## src/rtl/fetch_ctrl.sv

```systemverilog
// Fetch sequencer: owns the PC, issues I-mem requests, resolves redirects and stalls.
// Optional perf counters are built only when FETCH_CTRL_PERF_EN is defined.
module fetch_ctrl (
    input  logic        clk,
    input  logic        rst,
    input  logic        ex_br_taken,
    input  logic [15:0] ex_br_target,
    input  logic        ex_jr_valid,
    input  logic [15:0] ex_jr_target,
    input  logic        id_jmp_valid,
    input  logic [15:0] id_jmp_target,
    input  logic        hazard_stall,
    input  logic        halt,
    input  logic        imem_done,
    input  logic        imem_stall,
    input  logic [15:0] imem_data,
    output logic        imem_en,
    output logic [15:0] imem_addr,
    output logic [15:0] pc,
    output logic        if_valid,
    output logic [15:0] if_instr,
    output logic [15:0] if_pc2,
    output logic        flush_ifid,
    output logic [15:0] perf_stall_cnt,
    output logic [15:0] perf_kill_cnt
);
    localparam int unsigned W = 16;
    localparam logic [W-1:0] PC_STEP = W'(2);

    typedef enum logic [1:0] {S_FETCH, S_WAIT, S_HOLD, S_HALTED} state_e;

    state_e         state_q, state_d;
    logic [W-1:0]   pc_q, pc_d, buf_q, buf_d;
    logic           kill_q, kill_d;
    logic           ex_redir, redir, halt_acc, deliver, stall_inc, kill_inc;
    logic [W-1:0]   redir_target, dlv_data, pc_inc;

    // Halt sits in ID, so it cannot coexist with an ID jump; EX redirects beat both.
    assign ex_redir = ex_br_taken | ex_jr_valid;
    assign redir    = ex_redir | (id_jmp_valid & ~hazard_stall & ~halt);
    assign halt_acc = halt & ~hazard_stall & ~ex_redir;
    assign pc_inc   = pc_q + PC_STEP;

    always_comb begin
        if (ex_br_taken)      redir_target = ex_br_target;
        else if (ex_jr_valid) redir_target = ex_jr_target;
        else                  redir_target = id_jmp_target;
    end

    assign pc        = pc_q;
    assign imem_addr = pc_q;
    assign if_pc2    = rst ? pc_inc : W'(2);

    always_ff @(posedge clk) begin
        if (!rst) begin
            state_q <= S_FETCH;
            pc_q    <= '0;
            buf_q   <= '0;
            kill_q  <= 1'b0;
        end else begin
            state_q <= state_d;
            pc_q    <= pc_d;
            buf_q   <= buf_d;
            kill_q  <= kill_d;
        end
    end

    always_comb begin
        state_d    = state_q;
        pc_d       = pc_q;
        buf_d      = buf_q;
        kill_d     = kill_q;
        imem_en    = 1'b0;
        if_valid   = 1'b0;
        if_instr   = '0;
        flush_ifid = 1'b0;
        deliver    = 1'b0;
        dlv_data   = '0;
        stall_inc  = 1'b0;
        kill_inc   = 1'b0;

        case (state_q)
            S_FETCH: begin
                stall_inc = imem_stall;
                imem_en   = ~imem_stall & ~halt_acc;
                if (redir) begin
                    flush_ifid = 1'b1;
                    pc_d       = redir_target;
                    // A request already on the bus is wrong-path: drop it now or on return.
                    if (!imem_stall) begin
                        if (imem_done) begin
                            kill_inc = 1'b1;
                        end else begin
                            kill_d  = 1'b1;
                            state_d = S_WAIT;
                        end
                    end
                end else if (halt_acc) begin
                    state_d = S_HALTED;
                end else if (!imem_stall) begin
                    if (imem_done) begin
                        deliver  = 1'b1;
                        dlv_data = imem_data;
                    end else begin
                        state_d = S_WAIT;
                    end
                end
            end
            S_WAIT: begin
                stall_inc = 1'b1;
                if (redir) begin
                    flush_ifid = 1'b1;
                    pc_d       = redir_target;
                    if (imem_done) begin
                        kill_inc = 1'b1;
                        kill_d   = 1'b0;
                        state_d  = S_FETCH;
                    end else begin
                        kill_d = 1'b1;
                    end
                end else if (halt_acc) begin
                    kill_d  = 1'b0;
                    state_d = S_HALTED;
                end else if (imem_done) begin
                    if (kill_q) begin
                        kill_inc = 1'b1;
                        kill_d   = 1'b0;
                        state_d  = S_FETCH;
                    end else begin
                        deliver  = 1'b1;
                        dlv_data = imem_data;
                    end
                end
            end
            S_HOLD: begin
                if (redir) begin
                    flush_ifid = 1'b1;
                    pc_d       = redir_target;
                    kill_inc   = 1'b1;
                    state_d    = S_FETCH;
                end else if (halt_acc) begin
                    state_d = S_HALTED;
                end else begin
                    if_valid = 1'b1;
                    if_instr = buf_q;
                    if (!hazard_stall) begin
                        pc_d    = pc_inc;
                        state_d = S_FETCH;
                    end
                end
            end
            default: ;
        endcase

        if (deliver) begin
            if (!hazard_stall) begin
                if_valid = 1'b1;
                if_instr = dlv_data;
                pc_d     = pc_inc;
                state_d  = S_FETCH;
            end else begin
                buf_d   = dlv_data;
                state_d = S_HOLD;
            end
        end

        if (!rst) begin
            imem_en    = 1'b0;
            if_valid   = 1'b0;
            flush_ifid = 1'b0;
            if_instr   = '0;
        end
    end

`ifdef FETCH_CTRL_PERF_EN
    logic [W-1:0] stall_cnt_q, stall_cnt_d, kill_cnt_q, kill_cnt_d;

    // Saturating event counters.
    always_comb begin
        stall_cnt_d = stall_cnt_q;
        kill_cnt_d  = kill_cnt_q;
        if (stall_inc && stall_cnt_q != '1) stall_cnt_d = stall_cnt_q + W'(1);
        if (kill_inc && kill_cnt_q != '1)   kill_cnt_d  = kill_cnt_q + W'(1);
    end

    always_ff @(posedge clk) begin
        if (!rst) begin
            stall_cnt_q <= '0;
            kill_cnt_q  <= '0;
        end else begin
            stall_cnt_q <= stall_cnt_d;
            kill_cnt_q  <= kill_cnt_d;
        end
    end

    assign perf_stall_cnt = stall_cnt_q;
    assign perf_kill_cnt  = kill_cnt_q;
`else
    logic unused_perf;
    assign unused_perf    = stall_inc ^ kill_inc;
    assign perf_stall_cnt = '0;
    assign perf_kill_cnt  = '0;
`endif

endmodule

```

## config.mk

```make
export PLATFORM = sky130hd
export DESIGN_NAME = fetch_ctrl
export DESIGN_NICKNAME = d
export VERILOG_FILES = /design/src/rtl/fetch_ctrl.sv
export SDC_FILE = /design/constraint.sdc
export NUM_CORES = 1
export LEC_CHECK = 0
export ABC_AREA = 1
export CAP_MARGIN = 20
export CORE_ASPECT_RATIO = 1.1
export CORE_UTILIZATION = 40
export CTS_BUF_LIST = sky130_fd_sc_hd__clkbuf_16
export CTS_CLUSTER_DIAMETER = 50
export DETAILED_ROUTE_END_ITERATION = 12
export PLACE_DENSITY = 0.85
export SYNTH_ARGS = -nofsm -noshare
export SYNTH_HDL_FRONTEND = slang
export SYNTH_SLANG_ARGS = --single-unit
```

## constraint.sdc

```tcl
create_clock -name clk -period 2.1 [get_ports clk]
set_clock_uncertainty 0.15 [all_clocks]
set_input_delay 0.21 -clock clk [delete_from_list [all_inputs] [get_ports clk]]
set_output_delay 0.21 -clock clk [all_outputs]
set_load 0.1 [all_outputs]
```

* Yosys cells after proc, flatten, opt, wreduce, memory -nomap -nowiden
Cells that the tools add are included.
** Cells by class
- Add/sub/neg operators :: 1
- Equal/unequal tests :: 10
- Mux-type cells :: 68
- Bitwise logic cells :: 12
- Reduce and logical (&&, ||, !) cells :: 8
** Operator list (number)
- $mux W16 :: 23
- $pmux W16 S2 :: 2
- $mux W2 :: 14
- $mux W1 :: 26
- $add A16 B2 Y16 const B :: 1
- $ne A4 B4 Y1 const B :: 3
- $ne A5 B5 Y1 const B :: 2
- $reduce_and A5 Y1 :: 2
- $ne A2 B2 Y1 const B :: 3
- $pmux W2 S3 :: 1
- $and A1 B1 Y1 :: 5
- $not A1 Y1 :: 5
- $pmux W1 S2 :: 2
- $reduce_bool A4 Y1 :: 1
- $reduce_or A3 Y1 :: 1
- $eq A2 B1 Y1 const B :: 1
- $eq A2 B2 Y1 const B :: 1
- $logic_not A2 Y1 :: 1
- $or A1 B1 Y1 :: 2
- $reduce_and A2 Y1 :: 1
- $reduce_bool A2 Y1 :: 1
- $reduce_or A2 Y1 :: 1
** Word-level totals
- Bits in registers :: 35
- Output and inout bits :: 99
- Logic and storage cells :: 103

* Depth between registers and ports, before layout
Gate-level depths: netlist of the first run.
- Depth in word-level cells :: 9
- Mapped depth :: 14
- Gate-level depth less buffers :: 14

* Least setup slack after synthesis of the first run
Ideal clock, no wire load.
- Path type :: reg-to-reg
- Start point :: reg pc_q[1] (netlist: imem_addr[1])
- End point :: reg pc_q[11] (netlist: imem_addr[11])
- Library setup time :: 73 ps
- Arrival time :: 3599 ps
- Required time :: 1877 ps
- Setup slack :: -1722 ps
- Cell stages (with the launch flop) :: 10
- Path buffers :: 0
- Cells stage by stage :: dfxtp_1 ha_1 nand3_1 nor2_1 nand2_1 xnor2_1 inv_1 nor2_1 nor2_1 a21oi_1
** On the way
- Word-level cells in the longest chain between the ends :: 7
** Ends and longest elaborated chain
- from (decl) :: RTL line 33 : logic [W-1:0] pc_q, pc_d, buf_q, buf_d;
- from (signal assigned) :: RTL line 62 : pc_q <= pc_d;
- $add A16 B2 Y16 * :: RTL line 42 : assign pc_inc = pc_q + PC_STEP;
- $mux W16 :: RTL line 146 : if (!hazard_stall) begin
- $mux W16 :: RTL line 141 : end else if (halt_acc) begin
- $mux W16 :: RTL line 136 : if (redir) begin
- $pmux W16 S2 :: RTL line 82 : case (state_q)
- $mux W16 :: RTL line 156 : if (!hazard_stall) begin
- $mux W16 * :: RTL line 155 : if (deliver) begin
Every way passes the cells marked *; elsewhere a longest branch is shown, timed or not.
A chain may end at the register's enable or synchronous reset.

* Final worst setup path of the first run
- Start point :: in halt
- End point :: out if_instr[8]
** On the way
- Word-level cells in the longest chain between the ends :: 8
- Elaborated cells between the ends (all ways) :: 21
- Classes of those cells :: 16 x mux; 5 x bitwise
** Ends and longest elaborated chain
- from (decl) :: RTL line 13 : input logic halt,
- $and A1 B1 Y1 or $not A1 Y1 (tied branches) :: RTL line 41, 40
- $and A1 B1 Y1, on equally long branches :: RTL line 41, 40
- $mux W16 (tied with other cells) :: RTL line 121 : end else if (halt_acc) begin
- $mux W16, on equally long branches :: RTL line 111, 136, 86
- $pmux W16 S2 or $mux W16 (tied branches) :: RTL line 82
- $mux W16 :: RTL line 156
- $mux W16 * :: RTL line 155
- $mux W16 * :: RTL line 167 : if (!rst) begin
- to (decl) :: RTL line 21 : output logic [15:0] if_instr,
Marked as above.

==> impl_metrics.yaml, run 1 <==
synthesis:
  seq_area_frac_synth_pct: 21.5
  yosysWarnings: 0
  synth-async-reset-ratio_pct: 0
  synth-main-ff-cell: "dfxtp_1"
  synth_area_um2: 3260
  yosysUniqueCellTypes: 33
  synth_edf_count: 0
  ys_ff_latch: 35
  yosys-mux-area-fraction_pct: 0
  avgSynthCellArea_um2: 5.86
  synth_xor_area_share_pct: 2.42
  synth_compound_area_share_pct: 20.1
  synthAdderAreaFrac_pct: 2.31
  synthCells: 556
  synth_top_family_by_area: "simple AND/OR/NAND/NOR gates"
  synthSimpleGateAreaFrac_pct: 31.6
detailed_routing:
  wirelength_mm: 11.7
  drt-vias-per-instance: 4.98
  drc: 0
  drt-wirelength-per-cell_um: 14.2
  first_pass_iters: 4
  num_vias: 4105
  drtIter0Drc: 183
  ant_nets: 0
setup_path:
  cp.arrival_ns: 2.00
  rr_worst_depth: 14
  start_kind: "primary input"
  cp_max_fo: 16
  critPathRequiredTime_ns: 1.74
  endpoint_kind: "output port"
  crit_type: "primary input to output port"
power_and_ir_drop:
  switching_share_pct: 60.6
  p_comb_share_pct: 72.9
  p_int_mw: 2.88
  cellPowerDensity_nw_per_um2: 1250
  ir_drop_mv: 0.741
  power.share.clock_pct: 10.9
  p_switching_mw: 4.43
  seq_power_share_pct: 16.2
  p_leak_nw: 2.50
timing:
  grt_setup_unrepaired: "yes"
  finalCritPeriodShare_pct: 113
  fin_ws_ns: -0.263
  fmax_mhz: 423
  finalHoldViolations: 0
  timing.final.max_slew_violations: 0
  tns_ns: -3.67
  period_minus_slack_ns: 2.36
  setup_violations: 17
layout:
  synthToLayoutAreaGrowth_pct: 79.9
  drive_above_1_share_pct: 33.5
  multi_input_area_um2: 2450
  fin_nets: 796
  final_util_pct: 74.1
  num_antenna_cells: 0
  final_area_um2: 5860
  regArea_um2: 761
  n_fill_cell: 576
grt:
  track_usage_pct: 27.5
  grt_max_degree: 33
  grt_pass1_vias: 4031
  antenna_found_initial: 0
  overflow: 0
  grt_pass1_wl_mm: 18.5
floorplan:
  fp.coreArea_um2: 7910
  die_w_um: 88.0
  start_util_pct: 41.2
  die_h_um: 96.6
  fp-row-count: 34
  ioPinCount: 172
  die_area_um2: 8510
clock_network:
  clock-sinks: 35
  clk_latency_ns: 0.28
  clkTransAtPathRegs_ns: 0.06
  clock_path_buffers: 2
  cts_buffers: 5
  cts_root_buf: "clkbuf_16"
  tritoncts: "built"
  holdBufCountCts: 0
  ctsHtreeMaxLevel: 2
job:
  max-cap-violations: 0
status:
  violations: "negative setup slack"
  status: "complete, but fails checks"
place:
  io_buffers: 139
  gp_congestion: 0.883
  dpl-instance-area_um2: 5420
  hpwl_mm: 8.76
min_path:
  holdPathStages: 2
  hp-class: "flip-flop to flip-flop"
==> power by group through the flow <==
stage               combinational, mW  clock [mW]  sequential [mW]
floorplan                        3.15           0             2.00
global placement                 5.05           0             1.20
detailed placement               5.11           0             1.20
CTS                              5.24       0.807             1.19
global route                     5.57       0.834             1.22
finish                           5.33       0.798             1.18
==> layer usage <==
layer / vias up / GRT usage [%] / wire length (um)
li1: 2027 / - / -
met1: 1889 / 28.9 / 4290
met2: 162 / 52.2 / 6310
met3: 27 / 4.86 / 715
met4: 0 / 11.0 / 377
met5: - / 0 / 0
==> per-stage QoR <==
stage	hold slack [ns]	setup slack, ns	cells	total power, mW
after floorplan	0.209	-0.161	587	5.15
after global placement	0.286	-0.307	802	6.25
after detailed placement	0.293	-0.366	802	6.32
after CTS	0.303	-0.249	820	7.23
after global routing	0.340	-0.372	825	7.62
final	0.308	-0.263	825	7.31
==> cell usage in the layout (no fill, tap or decap), drive strengths merged <==
master and instances:
xnor2 3, clkinv 1, nor2 96, nand3 25, o22ai 1, dlygate4sd2 2, dlymetal6s2s 1, o21ai 65
o2111ai 2, clkbuf 6, a21oi 46, or2 1, nand2 122, nand4 3, nor3 4, inv 62
dfxtp 35, xor2 6, ha 6, conb 32, o211ai 9, buf 118, clkdlybuf4s50 69, clkinvlp 1
a31oi 1
==> final timing paths <==
path | endpoint | start | slack, ns
worst max register to register | imem_addr[6] | state_q[0] | 0.12
worst max-delay path | if_instr[8] | halt | -0.26
worst min-delay path | buf_q[5] | buf_q[5] | 0.31
worst min register to register | buf_q[5] | buf_q[5] | 0.31
==> cell usage after synthesis (2+ instances only) <==
cell | n | area share [%]
o21ai_1 | 10 | 1.5
xnor2_1 | 3 | 0.81
nor2_4 | 3 | 1.0
nor3_1 | 3 | 0.46
nand3_1 | 24 | 3.7
xor2_1 | 6 | 1.6
buf_6 | 3 | 1.0
a21oi_1 | 46 | 7.1
dfxtp_1 | 35 | 22
nor2_1 | 92 | 11
o211ai_1 | 9 | 2.1
nand2_2 | 5 | 0.96
nand2_1 | 115 | 13
inv_1 | 57 | 6.6
buf_2 | 9 | 1.4
buf_4 | 49 | 11
nand4_1 | 3 | 0.58
o2111ai_1 | 2 | 0.54
ha_1 | 6 | 2.3
o21ai_0 | 55 | 8.5
clkbuf_1 | 6 | 0.69
inv_2 | 4 | 0.46
==> cell families after synthesis <==
group                      Yosys count
AOI/OAI and AO/OA                  124
xor gates and xnor gates             9
adders and majority gates            6
buffers and inverters              132
DFF                                 35
other                                1
and+or+nand+nor                    249
==> worst max-delay path, cell delays in order <==
cell	delay, ns
clkdlybuf4s50_1	0.42
buf_4	0.15
nand3_2	0.10
nand3_1	0.10
nand2_1	0.09
nand2_2	0.08
nor2_4	0.13
inv_6	0.08
buf_12	0.15
nand2_2	0.07
o21ai_2	0.08
nor2_4	0.15
buf_12	0.18
==> cell type report <==
cell class,count,share of cell area (%)
Tap cell,108,2.31
Multi-Input combinational cell,422,41.9
Inverter,63,4.31
Clock inverter,1,0.107
Sequential cell,35,13.0
Timing Repair Buffer,190,35.9
Clock buffer,6,2.56
==> registers in the layout (all words and copies together) (netlist names) <==
signal     cells
buf_q         16
imem_addr     16
kill_q         1
state_q        2
==> what timing repair did <==
item | in CTS | in global routing
gates cloned | 3 | 0
hold endpoints to repair | 0 | 0
setup endpoints to repair | 18 | 39
pin swaps | 17 | 12
setup buffers | 8 | 5
resized for setup | 28 | 20
(Power assumes the default switching activity.)
==> inputs of run 2 (changes only) <==
--- a/config.mk
+++ b/config.mk
@@ -6,7 +6,6 @@
 export NUM_CORES = 1
 export LEC_CHECK = 0
 export ABC_AREA = 1
-export CAP_MARGIN = 20
 export CORE_ASPECT_RATIO = 1.1
 export CORE_UTILIZATION = 40
 export CTS_BUF_LIST = sky130_fd_sc_hd__clkbuf_16
==> results of run 2 <==
Same layout as run 1: the final DEF is identical, and so are final timing and power.
